File: config.mk
export PLATFORM = sky130hd
export DESIGN_NAME = nonce_selector_flat
export DESIGN_NICKNAME = d
export VERILOG_FILES = /design/src/rtl/nonce_selector_if.sv /design/src/rtl/nonce_selector.sv /design/src/flat_wrapper.sv
export SDC_FILE = /design/constraint.sdc
export NUM_CORES = 1
export LEC_CHECK = 0
export ABC_AREA = 1
export BUFFER_PORTS_ARGS = -buffer_cell sky130_fd_sc_hd__buf_4
export CAP_MARGIN = 20
export CELL_PAD_IN_SITES_DETAIL_PLACEMENT = 0
export CELL_PAD_IN_SITES_GLOBAL_PLACEMENT = 2
export CORE_ASPECT_RATIO = 0.5
export CORE_MARGIN = 3
export CORE_UTILIZATION = 27
export DETAILED_ROUTE_END_ITERATION = 7
export MAX_ROUTING_LAYER = met4
export PLACE_DENSITY = 0.85
export SYNTH_ARGS = -nofsm -noshare
export SYNTH_HDL_FRONTEND = slang
export SYNTH_SLANG_ARGS = --single-unit
export TNS_END_PERCENT = 50
File: constraint.sdc
create_clock -name clk -period 2 [get_ports clk]
set_clock_uncertainty 0.15 [all_clocks]
set_input_delay 0.1 -clock clk [delete_from_list [all_inputs] [get_ports clk]]
set_output_delay 0.1 -clock clk [all_outputs]
set_load 0.01 [all_outputs]
File: src/rtl/nonce_selector_if.sv
// Control, result and shared-memory signals between nonce_selector and its host.
// The slave modport is the selector side; master is the host/memory side.
interface nonce_selector_if;
   logic        start;
   logic [15:0] hash_addr;
   logic [15:0] result_addr;
   logic [31:0] target;
   logic        mem_clk;
   logic        mem_we;
   logic [15:0] mem_addr;
   logic [31:0] mem_write_data;
   logic [31:0] mem_read_data;
   logic        done;
   logic        found;
   logic [31:0] best_nonce;
   logic [31:0] best_hash;

   modport slave (
      input  start, hash_addr, result_addr, target, mem_read_data,
      output mem_clk, mem_we, mem_addr, mem_write_data, done, found, best_nonce, best_hash
   );

   modport master (
      output start, hash_addr, result_addr, target, mem_read_data,
      input  mem_clk, mem_we, mem_addr, mem_write_data, done, found, best_nonce, best_hash
   );
endinterface

File: src/rtl/nonce_selector.sv
// Scans NUM_NONCES H0 words, keeps the smallest (lowest index on ties), writes a 2-word record.
// Optional NONCE_SELECTOR_EARLY_EXIT_EN: stop at the first word that meets the target.
module nonce_selector #(
   parameter int NUM_NONCES = 16
) (
   input  logic            clk,
   input  logic            reset,
   nonce_selector_if.slave bus
);
   localparam logic [15:0] N_CNT  = 16'(NUM_NONCES);
   localparam logic [15:0] N_LAST = 16'(NUM_NONCES - 1);

   typedef enum logic [2:0] {S_IDLE, S_READ, S_WR0, S_WR1, S_DONE} state_t;

   state_t      r_state, w_state_nxt;

   logic        r_mem_we,      w_mem_we;
   logic [15:0] r_mem_addr,    w_mem_addr;
   logic [31:0] r_mem_wdata,   w_mem_wdata;
   logic        r_done,        w_done;
   logic        r_found,       w_found;
   logic [15:0] r_best_nonce,  w_best_nonce;
   logic [31:0] r_best_hash,   w_best_hash;
   logic [15:0] r_res_addr,    w_res_addr;
   logic [31:0] r_target,      w_target;
   logic [15:0] r_iss_cnt,     w_iss_cnt;
   logic        r_iss_on,      w_iss_on;
   logic        r_rcv_vld,     w_rcv_vld;
   logic [15:0] r_rcv_idx,     w_rcv_idx;

   logic        w_hit;
   logic        w_last;
   logic        w_scan_end;

   // Index 0 always loads so an all-ones first word still claims nonce 0.
   assign w_hit  = r_rcv_vld && ((bus.mem_read_data < r_best_hash) || (r_rcv_idx == 16'd0));
   assign w_last = r_rcv_vld && (r_rcv_idx == N_LAST);
`ifdef NONCE_SELECTOR_EARLY_EXIT_EN
   assign w_scan_end = w_last || (r_rcv_vld && (bus.mem_read_data <= r_target));
`else
   assign w_scan_end = w_last;
`endif

   always_ff @(posedge clk) begin
      if (reset) r_state <= S_IDLE;
      else       r_state <= w_state_nxt;
   end

   always_comb begin
      w_state_nxt = r_state;
      case (r_state)
         S_IDLE:  if (bus.start) w_state_nxt = S_READ;
         S_READ:  if (w_scan_end) w_state_nxt = S_WR0;
         S_WR0:   w_state_nxt = S_WR1;
         S_WR1:   w_state_nxt = S_DONE;
         S_DONE:  w_state_nxt = S_IDLE;
         default: w_state_nxt = S_IDLE;
      endcase
   end

   always_comb begin
      w_mem_we     = 1'b0;
      w_mem_addr   = r_mem_addr;
      w_mem_wdata  = r_mem_wdata;
      w_done       = 1'b0;
      w_found      = r_found;
      w_best_nonce = r_best_nonce;
      w_best_hash  = r_best_hash;
      w_res_addr   = r_res_addr;
      w_target     = r_target;
      w_iss_cnt    = r_iss_cnt;
      w_iss_on     = r_iss_on;
      w_rcv_vld    = 1'b0;
      w_rcv_idx    = r_rcv_idx;
      case (r_state)
         S_IDLE: begin
            if (bus.start) begin
               w_mem_addr   = bus.hash_addr;
               w_res_addr   = bus.result_addr;
               w_target     = bus.target;
               w_iss_cnt    = 16'd1;
               w_iss_on     = 1'b1;
               w_rcv_idx    = 16'd0;
               w_best_hash  = 32'hFFFF_FFFF;
               w_best_nonce = 16'd0;
               w_found      = 1'b0;
            end
         end
         S_READ: begin
            // r_iss_on marks that the address currently on the bus is a real read.
            w_rcv_vld = r_iss_on;
            if (r_iss_on) begin
               if (r_iss_cnt == N_CNT) begin
                  w_iss_on = 1'b0;
               end else begin
                  w_mem_addr = r_mem_addr + 16'd1;
                  w_iss_cnt  = r_iss_cnt + 16'd1;
               end
            end
            if (r_rcv_vld) w_rcv_idx = r_rcv_idx + 16'd1;
            if (w_hit) begin
               w_best_hash  = bus.mem_read_data;
               w_best_nonce = r_rcv_idx;
            end
            if (w_scan_end) begin
               w_iss_on    = 1'b0;
               w_rcv_vld   = 1'b0;
               w_mem_we    = 1'b1;
               w_mem_addr  = r_res_addr;
               w_mem_wdata = {16'd0, w_best_nonce};
            end
         end
         S_WR0: begin
            w_found     = (r_best_hash <= r_target);
            w_mem_we    = 1'b1;
            w_mem_addr  = r_res_addr + 16'd1;
            w_mem_wdata = {31'd0, w_found};
         end
         S_WR1: begin
            w_done = 1'b1;
         end
         default: ;
      endcase
   end

   always_ff @(posedge clk) begin
      if (reset) begin
         r_mem_we     <= 1'b0;
         r_mem_addr   <= 16'd0;
         r_mem_wdata  <= 32'd0;
         r_done       <= 1'b0;
         r_found      <= 1'b0;
         r_best_nonce <= 16'd0;
         r_best_hash  <= 32'hFFFF_FFFF;
         r_res_addr   <= 16'd0;
         r_target     <= 32'd0;
         r_iss_cnt    <= 16'd0;
         r_iss_on     <= 1'b0;
         r_rcv_vld    <= 1'b0;
         r_rcv_idx    <= 16'd0;
      end else begin
         r_mem_we     <= w_mem_we;
         r_mem_addr   <= w_mem_addr;
         r_mem_wdata  <= w_mem_wdata;
         r_done       <= w_done;
         r_found      <= w_found;
         r_best_nonce <= w_best_nonce;
         r_best_hash  <= w_best_hash;
         r_res_addr   <= w_res_addr;
         r_target     <= w_target;
         r_iss_cnt    <= w_iss_cnt;
         r_iss_on     <= w_iss_on;
         r_rcv_vld    <= w_rcv_vld;
         r_rcv_idx    <= w_rcv_idx;
      end
   end

   assign bus.mem_clk        = clk;
   assign bus.mem_we         = r_mem_we;
   assign bus.mem_addr       = r_mem_addr;
   assign bus.mem_write_data = r_mem_wdata;
   assign bus.done           = r_done;
   assign bus.found          = r_found;
   assign bus.best_nonce     = {16'd0, r_best_nonce};
   assign bus.best_hash      = r_best_hash;
endmodule

File: src/flat_wrapper.sv
// flat-port wrapper written by rule: the top's interface ports become plain ports
module nonce_selector_flat 
#(
   parameter int NUM_NONCES = 16
)
  (clk, reset, bus_start, bus_hash_addr, bus_result_addr, bus_target, bus_mem_read_data, bus_mem_clk, bus_mem_we, bus_mem_addr, bus_mem_write_data, bus_done, bus_found, bus_best_nonce, bus_best_hash);
  nonce_selector_if bus_i ();
  input  logic clk;
  input  logic reset;
  input wire logic [$bits(bus_i.start)-1:0] bus_start;
  input wire logic [$bits(bus_i.hash_addr)-1:0] bus_hash_addr;
  input wire logic [$bits(bus_i.result_addr)-1:0] bus_result_addr;
  input wire logic [$bits(bus_i.target)-1:0] bus_target;
  input wire logic [$bits(bus_i.mem_read_data)-1:0] bus_mem_read_data;
  output wire logic [$bits(bus_i.mem_clk)-1:0] bus_mem_clk;
  output wire logic [$bits(bus_i.mem_we)-1:0] bus_mem_we;
  output wire logic [$bits(bus_i.mem_addr)-1:0] bus_mem_addr;
  output wire logic [$bits(bus_i.mem_write_data)-1:0] bus_mem_write_data;
  output wire logic [$bits(bus_i.done)-1:0] bus_done;
  output wire logic [$bits(bus_i.found)-1:0] bus_found;
  output wire logic [$bits(bus_i.best_nonce)-1:0] bus_best_nonce;
  output wire logic [$bits(bus_i.best_hash)-1:0] bus_best_hash;
  assign bus_i.start = bus_start;
  assign bus_i.hash_addr = bus_hash_addr;
  assign bus_i.result_addr = bus_result_addr;
  assign bus_i.target = bus_target;
  assign bus_i.mem_read_data = bus_mem_read_data;
  assign bus_mem_clk = bus_i.mem_clk;
  assign bus_mem_we = bus_i.mem_we;
  assign bus_mem_addr = bus_i.mem_addr;
  assign bus_mem_write_data = bus_i.mem_write_data;
  assign bus_done = bus_i.done;
  assign bus_found = bus_i.found;
  assign bus_best_nonce = bus_i.best_nonce;
  assign bus_best_hash = bus_i.best_hash;
  nonce_selector #(.NUM_NONCES(NUM_NONCES)) u_core (.clk(clk), .reset(reset), .bus(bus_i));
endmodule
==> results of run 1 <==
kinds of logic after synthesis:
group / after synthesis
simple gates: 604
compound gates: 276
buf+inv: 268
flops: 168
fa+ha+maj: 69
xor+xnor: 11
other cells: 1
through the flow:
| stage | setup slack, ps | hold WS, ps | std cells | utilization |
|---|---|---|---|---|
| floorplan | -29.2 | 41.8 | 1428 | - |
| global placement | -280 | 41.8 | 2137 | 0.358 |
| detailed placement | -304 | 41.8 | 2137 | 0.358 |
| CTS | -242 | 179 | 2277 | 0.410 |
| global route | -414 | 210 | 2278 | 0.418 |
| finish | -226 | 204 | 2278 | 0.418 |
where the power goes:
group	internal (mW)	switching, mW
clock network	2.26	1.59
registers	3.55	0.128
logic	1.09	1.24
total	6.90	2.95
cell usage in the layout, fill, tap and decap left out, types with 3 or more instances in the layout:
cell / Yosys / final
nand3_2: 2 / 12
nor3_2: 1 / 3
a22oi_1: 3 / 3
clkbuf_16: 0 / 21
dfxtp_1: 168 / 154
conb_1: 1 / 32
o21ai_1: 1 / 5
nor2_4: 1 / 3
nand2_2: 5 / 12
a21oi_1: 164 / 152
dfxtp_2: 0 / 14
dlygate4sd3_1: 0 / 101
a31oi_1: 3 / 3
nor2_1: 81 / 73
nor4_2: 1 / 5
inv_1: 166 / 157
or2_2: 30 / 30
xor2_1: 9 / 9
ha_4: 0 / 5
nand4_1: 22 / 22
nor3_1: 26 / 24
ha_1: 69 / 62
nand3_1: 164 / 152
a21oi_2: 0 / 12
clkbuf_8: 0 / 4
o21a_1: 3 / 3
nand2_1: 251 / 235
nor4_1: 12 / 8
clkinv_4: 0 / 3
nor2_2: 3 / 9
buf_4: 35 / 319
nand2_8: 0 / 3
o211ai_1: 3 / 3
nand2_4: 0 / 7
buf_12: 0 / 10
inv_2: 8 / 16
o21ai_0: 85 / 81
metal layers:
metal,routed length [um],up-vias,GRT usage,share of wire
li1,-,5364,-,-
met1,16300,4714,0.234,0.47
met2,16400,183,0.293,0.48
met3,1180,22,0.0370,0.035
met4,381,0,0.0485,0.011
met5,0,-,-,0
area by class of cell:
cell class | instances | share of cell area
Multi-Input combinational cell | 993 | 0.387
Timing Repair Buffer | 431 | 0.249
Sequential cell | 168 | 0.231
Inverter | 175 | 0.0451
Tap cell | 475 | 0.0407
Clock buffer | 27 | 0.0390
Clock inverter | 9 | 0.00788
worst max-delay path, stage by stage (launching register included):
cell and delay, ps:
dfxtp_2 340, inv_2 50, ha_4 260, nand2_2 60, nor2_2 90, nand4_1 170
nor4_2 210, nand2_2 140, nand2_8 150, nand3_4 120, buf_4 190, nand3_1 70
nand3_1 80
flip-flops by register name, indices dropped and copies added (netlist names):
signal                     count
u_core.r_iss_cnt              16
u_core.bus.mem_write_data     16
u_core.bus.mem_addr           16
u_core.r_target               32
u_core.r_res_addr             16
u_core.r_best_nonce           16
u_core.r_rcv_vld               1
u_core.r_state                 3
u_core.bus.done                1
u_core.bus.found               1
u_core.r_rcv_idx              16
u_core.r_iss_on                1
u_core.bus.best_hash          32
u_core.bus.mem_we              1
how the worst max path moves through the flow:
stage | startpoint | to
final | u_core.bus.best_hash[29] | u_core.bus.best_hash[26]
after global routing | u_core.bus.best_hash[29] | u_core.bus.mem_write_data[5]
after CTS | u_core.bus.best_hash[17] | u_core.bus.mem_write_data[13]
after detailed placement | u_core.bus.best_hash[30] | u_core.r_best_nonce[13]
after floorplan | u_core.bus.best_hash[5] | u_core.bus.mem_write_data[13]
after global placement | u_core.bus.best_hash[31] | u_core.r_best_nonce[14]
timing repair:
action                                  CTS  global route
resized for setup                        19            73
endpoints found under the setup margin   85           101
setup buffers                             3             0
hold buffers                            101             0
gates cloned                              1             1
hold endpoints to repair                115             0
pin swaps                                 4            16
==> flow_summary_export.csv, run 1 <==
group,metric,value,unit
outcome,status,"finished, violations left",
outcome,violations,"setup timing",
synth,syn-cell-area,9690,um2
global_routing,antenna_found_initial,0,
route,drc,0,
clock_tree,cts_tree,"built",
synth,ys.warnings.count,0,
synth,synth_top_family_by_area,"simple AND/OR/NAND/NOR gates",
synth,seq_area_frac_synth,0.347,
min_path,min_path_type,"in2reg",
min_path,min_to,"u_core.r_target[12]",
route,avgViaCountPerCell,4.51,
floorplan,ios,215,
synth,ys_ff_latch,168,
power,leakagePower,6.49,nW
synth,synth_area_leaders,"dfxtp_1, nand2_1, ha_1",
synth,synth-simple-area-share,0.283,
final_layout,multi_input_area,5660,um2
final_layout,finish.instance_area,14600,um2
route,initialDrtViolationCount,591,
final_layout,num-nets-final,1958,
route,avgRoutedWirePerCell,15.0,um
worst_setup_path,rr_startpoint,"u_core.bus.best_hash[29]",
synth,synth_xor_xnor_area_share,0.00994,
synth,avgSynthCellArea,6.94,um2
worst_setup_path,reg2reg_depth,12,
sta,rsz0062_at_grt,"yes",
worst_setup_path,arrival,2500,ps
power,ir_drop,0.488,mV
placement,place.gp.congestion,0.849,
power,power,9.86,mW
sta,fmax,0.449,GHz
floorplan,initial_core_util,0.277,
synth,synth_edf_count,0,
worst_setup_path,reg2reg_to,"u_core.bus.best_hash[26]",
placement,placed_cell_area,12500,um2
worst_setup_path,critPathLaunchType,"register",
synth,synth_top_area_frac,0.347,
worst_setup_path,worstSetupEndpointType,"register",
clock_tree,clkSlewWorstSetupHoldPaths,70,ps
sta,hold_viol,0,
synth,synth_commonest_cells,"nand2_1, dfxtp_1, inv_1",
synth,synth-compound-area-share,0.150,
job,max-cap-violations,0,
synth,synth.most_common_cell,"nand2_1",
sta,timing.final.ws_setup,-226,ps
min_path,min_path_cells,4,
synth,synth_top_area_cell,"dfxtp_1",
worst_setup_path,worstSetupPathType,"reg2reg",
worst_setup_path,rrSetupSlack,-230,ps
route,drtPass1Iterations,5,
min_path,hold_start,"bus_target[12]",
global_routing,grt_max_degree,67,
synth,synth.area.mux_share,0,
final_layout,syn_to_final_growth,50.8,%
floorplan,die-area,38400,um2
placement,dp_hpwl,24300,um
floorplan,chipWidth,274,um
synth,async_flop_share,0,
sta,slew_headroom,0.456,
sta,fin_crit_sh,1.11,
sta,tightest_slew,816,ps
worst_setup_path,cp.required,2270,ps
placement,port_buffers,182,
global_routing,grt_use_total,0.182,
route,vias,10300,
global_routing,grt-ovfl-total,0,
global_routing,grt_pass1_vias,9919,
power,p_per_area,674,nW/um2
floorplan,die_h,140,um
sta,slew_violations,0,
final_layout,fillers,3642,
sta,min_period,2230,ps
sta,setup_violations,64,
final_layout,antenna_cells,0,
route,wirelength,34200,um
synth,synth.distinct_cells,44,
floorplan,placementRows,48,
synth,synthAdderAreaFrac,0.0891,
route,ant_nets,0,
final_layout,layout-drive-gt1-share,0.279,
synth,syn_inst,1397,
global_routing,grt_first_pass_wirelength,53500,um
final_layout,seqCellArea,3380,um2
clock_tree,clk_latency,570,ps
sta,tns,-13040,ps
worst_setup_path,critical_path.max_fanout,8,
synth,synth-main-ff-cell,"dfxtp_1",
floorplan,coreArea,35000,um2
Power figures use the tool's default switching activity.
==> run 2, diff against run 1 <==
- BUFFER_PORTS_ARGS: -buffer_cell sky130_fd_sc_hd__buf_4 -> not set
- CORE_UTILIZATION: 27 -> 32
- DONT_BUFFER_PORTS: not set -> 1
- PLACE_DENSITY: 0.85 -> not set
- PLACE_DENSITY_LB_ADDON: not set -> 0.05
==> run 2 against run 1 <==
Net effect: the flow finishes with violations (hold timing, setup timing); global-route usage rose by 3.7 points; hold slack got worse by 250 ps; combinational power decreased by 8%; register-to-register slack lost 97 ps.
==> flow_summary_export.csv, run 2 (synthesized netlist as in run 1, its figures left out) <==
group,metric,value,unit
outcome,status,"finished, violations left",
outcome,violations,"hold timing, setup timing",
sta,slew_violations,0,
floorplan,placementRows,44,
clock_tree,cts-htree-levels,4,
global_routing,antenna_found_initial,1,
worst_setup_path,critical_path.max_fanout,25,
power,leakagePower,5.73,nW
placement,place_ws,-396,ps
placement,dp_hpwl,25000,um
placement,place.gp.congestion,0.875,
worst_setup_path,arrival,2490,ps
clock_tree,clkSlewWorstSetupHoldPaths,70,ps
worst_setup_path,critPathLaunchType,"register",
worst_setup_path,cp.required,2170,ps
placement,port_buffers,0,
worst_setup_path,crit_top_cell,"nand3_1",
route,avgViaCountPerCell,4.90,
sta,timing.final.ws_setup,-323,ps
route,ant_nets,0,
floorplan,chipWidth,252,um
route,avgRoutedWirePerCell,17.4,um
final_layout,finish.instance_area,13500,um2
job,max-cap-violations,0,
sta,hold_viol,1,
power,ir_drop,0.637,mV
final_layout,final_util,0.458,
route,wirelength,35100,um
floorplan,die_h,129,um
sta,fin_hold_ws,-49.6,ps
placement,placed_cell_area,11100,um2
final_layout,mostFrequentLayoutCell,"nand2_1",
global_routing,grt_max_degree,79,
global_routing,grt-ovfl-total,0,
clock_tree,clk_latency,450,ps
floorplan,die-area,32500,um2
sta,fmax,0.430,GHz
clock_tree,cts_tree,"built",
clock_tree,clk_path_buf_depth,2,
sta,fin_crit_sh,1.16,
clock_tree,cts_num_sinks,168,
clock_tree,cts_made_buffers,17,
route,drtPass1Iterations,5,
global_routing,grt_use_total,0.219,
floorplan,coreArea,29400,um2
min_path,min_path_type,"clk2out",
sta,rsz0062_at_grt,"yes",
route,initialDrtViolationCount,629,
final_layout,final_cell_mix,"nand2_1, inv_1, dfxtp_1",
final_layout,num-nets-final,1780,
worst_setup_path,crit_path_cell_trace,"inv_1, ha_4, nand2_1, inv_2, nand4_1, buf_4, a21oi_2, nor2_4, nand2_4, buf_6, nand3_4, buf_12, nand3_1, nand3_1",
final_layout,syn_to_final_growth,38.9,%
final_layout,layout-drive-gt1-share,0.232,
worst_setup_path,worstSetupPathType,"reg2reg",
final_layout,antenna_cells,0,
route,vias,9873,
floorplan,ios,215,
sta,min_period,2320,ps
worst_setup_path,cp_num_buf_inv,5,
final_layout,fillers,3068,
worst_setup_path,worstSetupEndpointType,"register",
worst_setup_path,slowest_delay,330,ps
power,p_per_area,688,nW/um2
global_routing,grt_pass1_vias,9438,
clock_tree,cts_root_buf,"clkbuf_16",
worst_setup_path,crit_family,"simple AND/OR/NAND/NOR gates",
floorplan,initial_core_util,0.330,
route,drc,0,
global_routing,grt_first_pass_wirelength,53600,um
worst_setup_path,cp_slowest_cell,"dfxtp_2",
sta,setup_violations,65,
==> run 2: cell types whose count changed in the layout (fill, tap and decap cells not counted), moves of 4 or more <==
cell     change
nand2_4      +7
nand3_2     +22
buf_12       +6
nand2_1      -8
buf_4      -182
nand3_1     -25
a21oi_1      -8
dfxtp_1      -4
dfxtp_2      +4
a21oi_2      +8
==> run 2: worst paths after layout <==
check	startpoint	end	slack, ps	depth (start not counted)
worst max register to register	u_core.bus.best_hash[31]	u_core.bus.best_hash[23]	-320	14
worst min-delay path	clk	bus_mem_clk	-50	0
worst max-delay path	u_core.bus.best_hash[31]	u_core.bus.best_hash[23]	-320	14
worst min register to register	u_core.r_target[24]	u_core.r_target[24]	310	2
==> run 2: final cells by class <==
type / instances / area [um2] / share of cell area
Clock buffer: 20 / 467 / 0.0347
Sequential cell: 168 / 3390 / 0.251
Multi-Input combinational cell: 993 / 5920 / 0.439
Inverter: 175 / 657 / 0.0488
Timing Repair Buffer: 257 / 2430 / 0.180
Tap cell: 391 / 489 / 0.0363
Clock inverter: 10 / 123 / 0.00911
==> run 2: metrics by stage <==
stage                     cells  TNS, ps  total power [mW]
after floorplan            1428    -1310              4.95
after global placement     1875   -24030              5.52
after detailed placement   1875   -23150              5.55
after CTS                  2008   -20940              9.27
after global routing       2014   -28310              9.78
final                      2014   -18790              9.27
==> run 2: report_power, final <==
| part | total, mW | switching (mW) | internal (mW) |
|---|---|---|---|
| registers | 3.68 | 0.135 | 3.55 |
| logic | 2.14 | 1.24 | 0.903 |
| clock network | 3.44 | 1.51 | 1.93 |
| total | 9.27 | 2.88 | 6.38 |
==> run 2: timing repair <==
action                     in CTS  in global routing
setup buffers                   3                  5
resized for setup              39                109
gates cloned                    1                  1
hold endpoints to repair      157                  0
hold buffers                   99                  0
pin swaps                       7                 25
setup endpoints to repair      85                103
==> run 2: layer usage <==
| layer | wire (um) | vias to the layer above | track usage |
|---|---|---|---|
| li1 | - | 5015 | - |
| met3 | 1610 | 26 | 0.0483 |
| met5 | 0 | - | - |
| met2 | 16400 | 159 | 0.357 |
| met1 | 16700 | 4673 | 0.280 |
| met4 | 401 | 0 | 0.0521 |
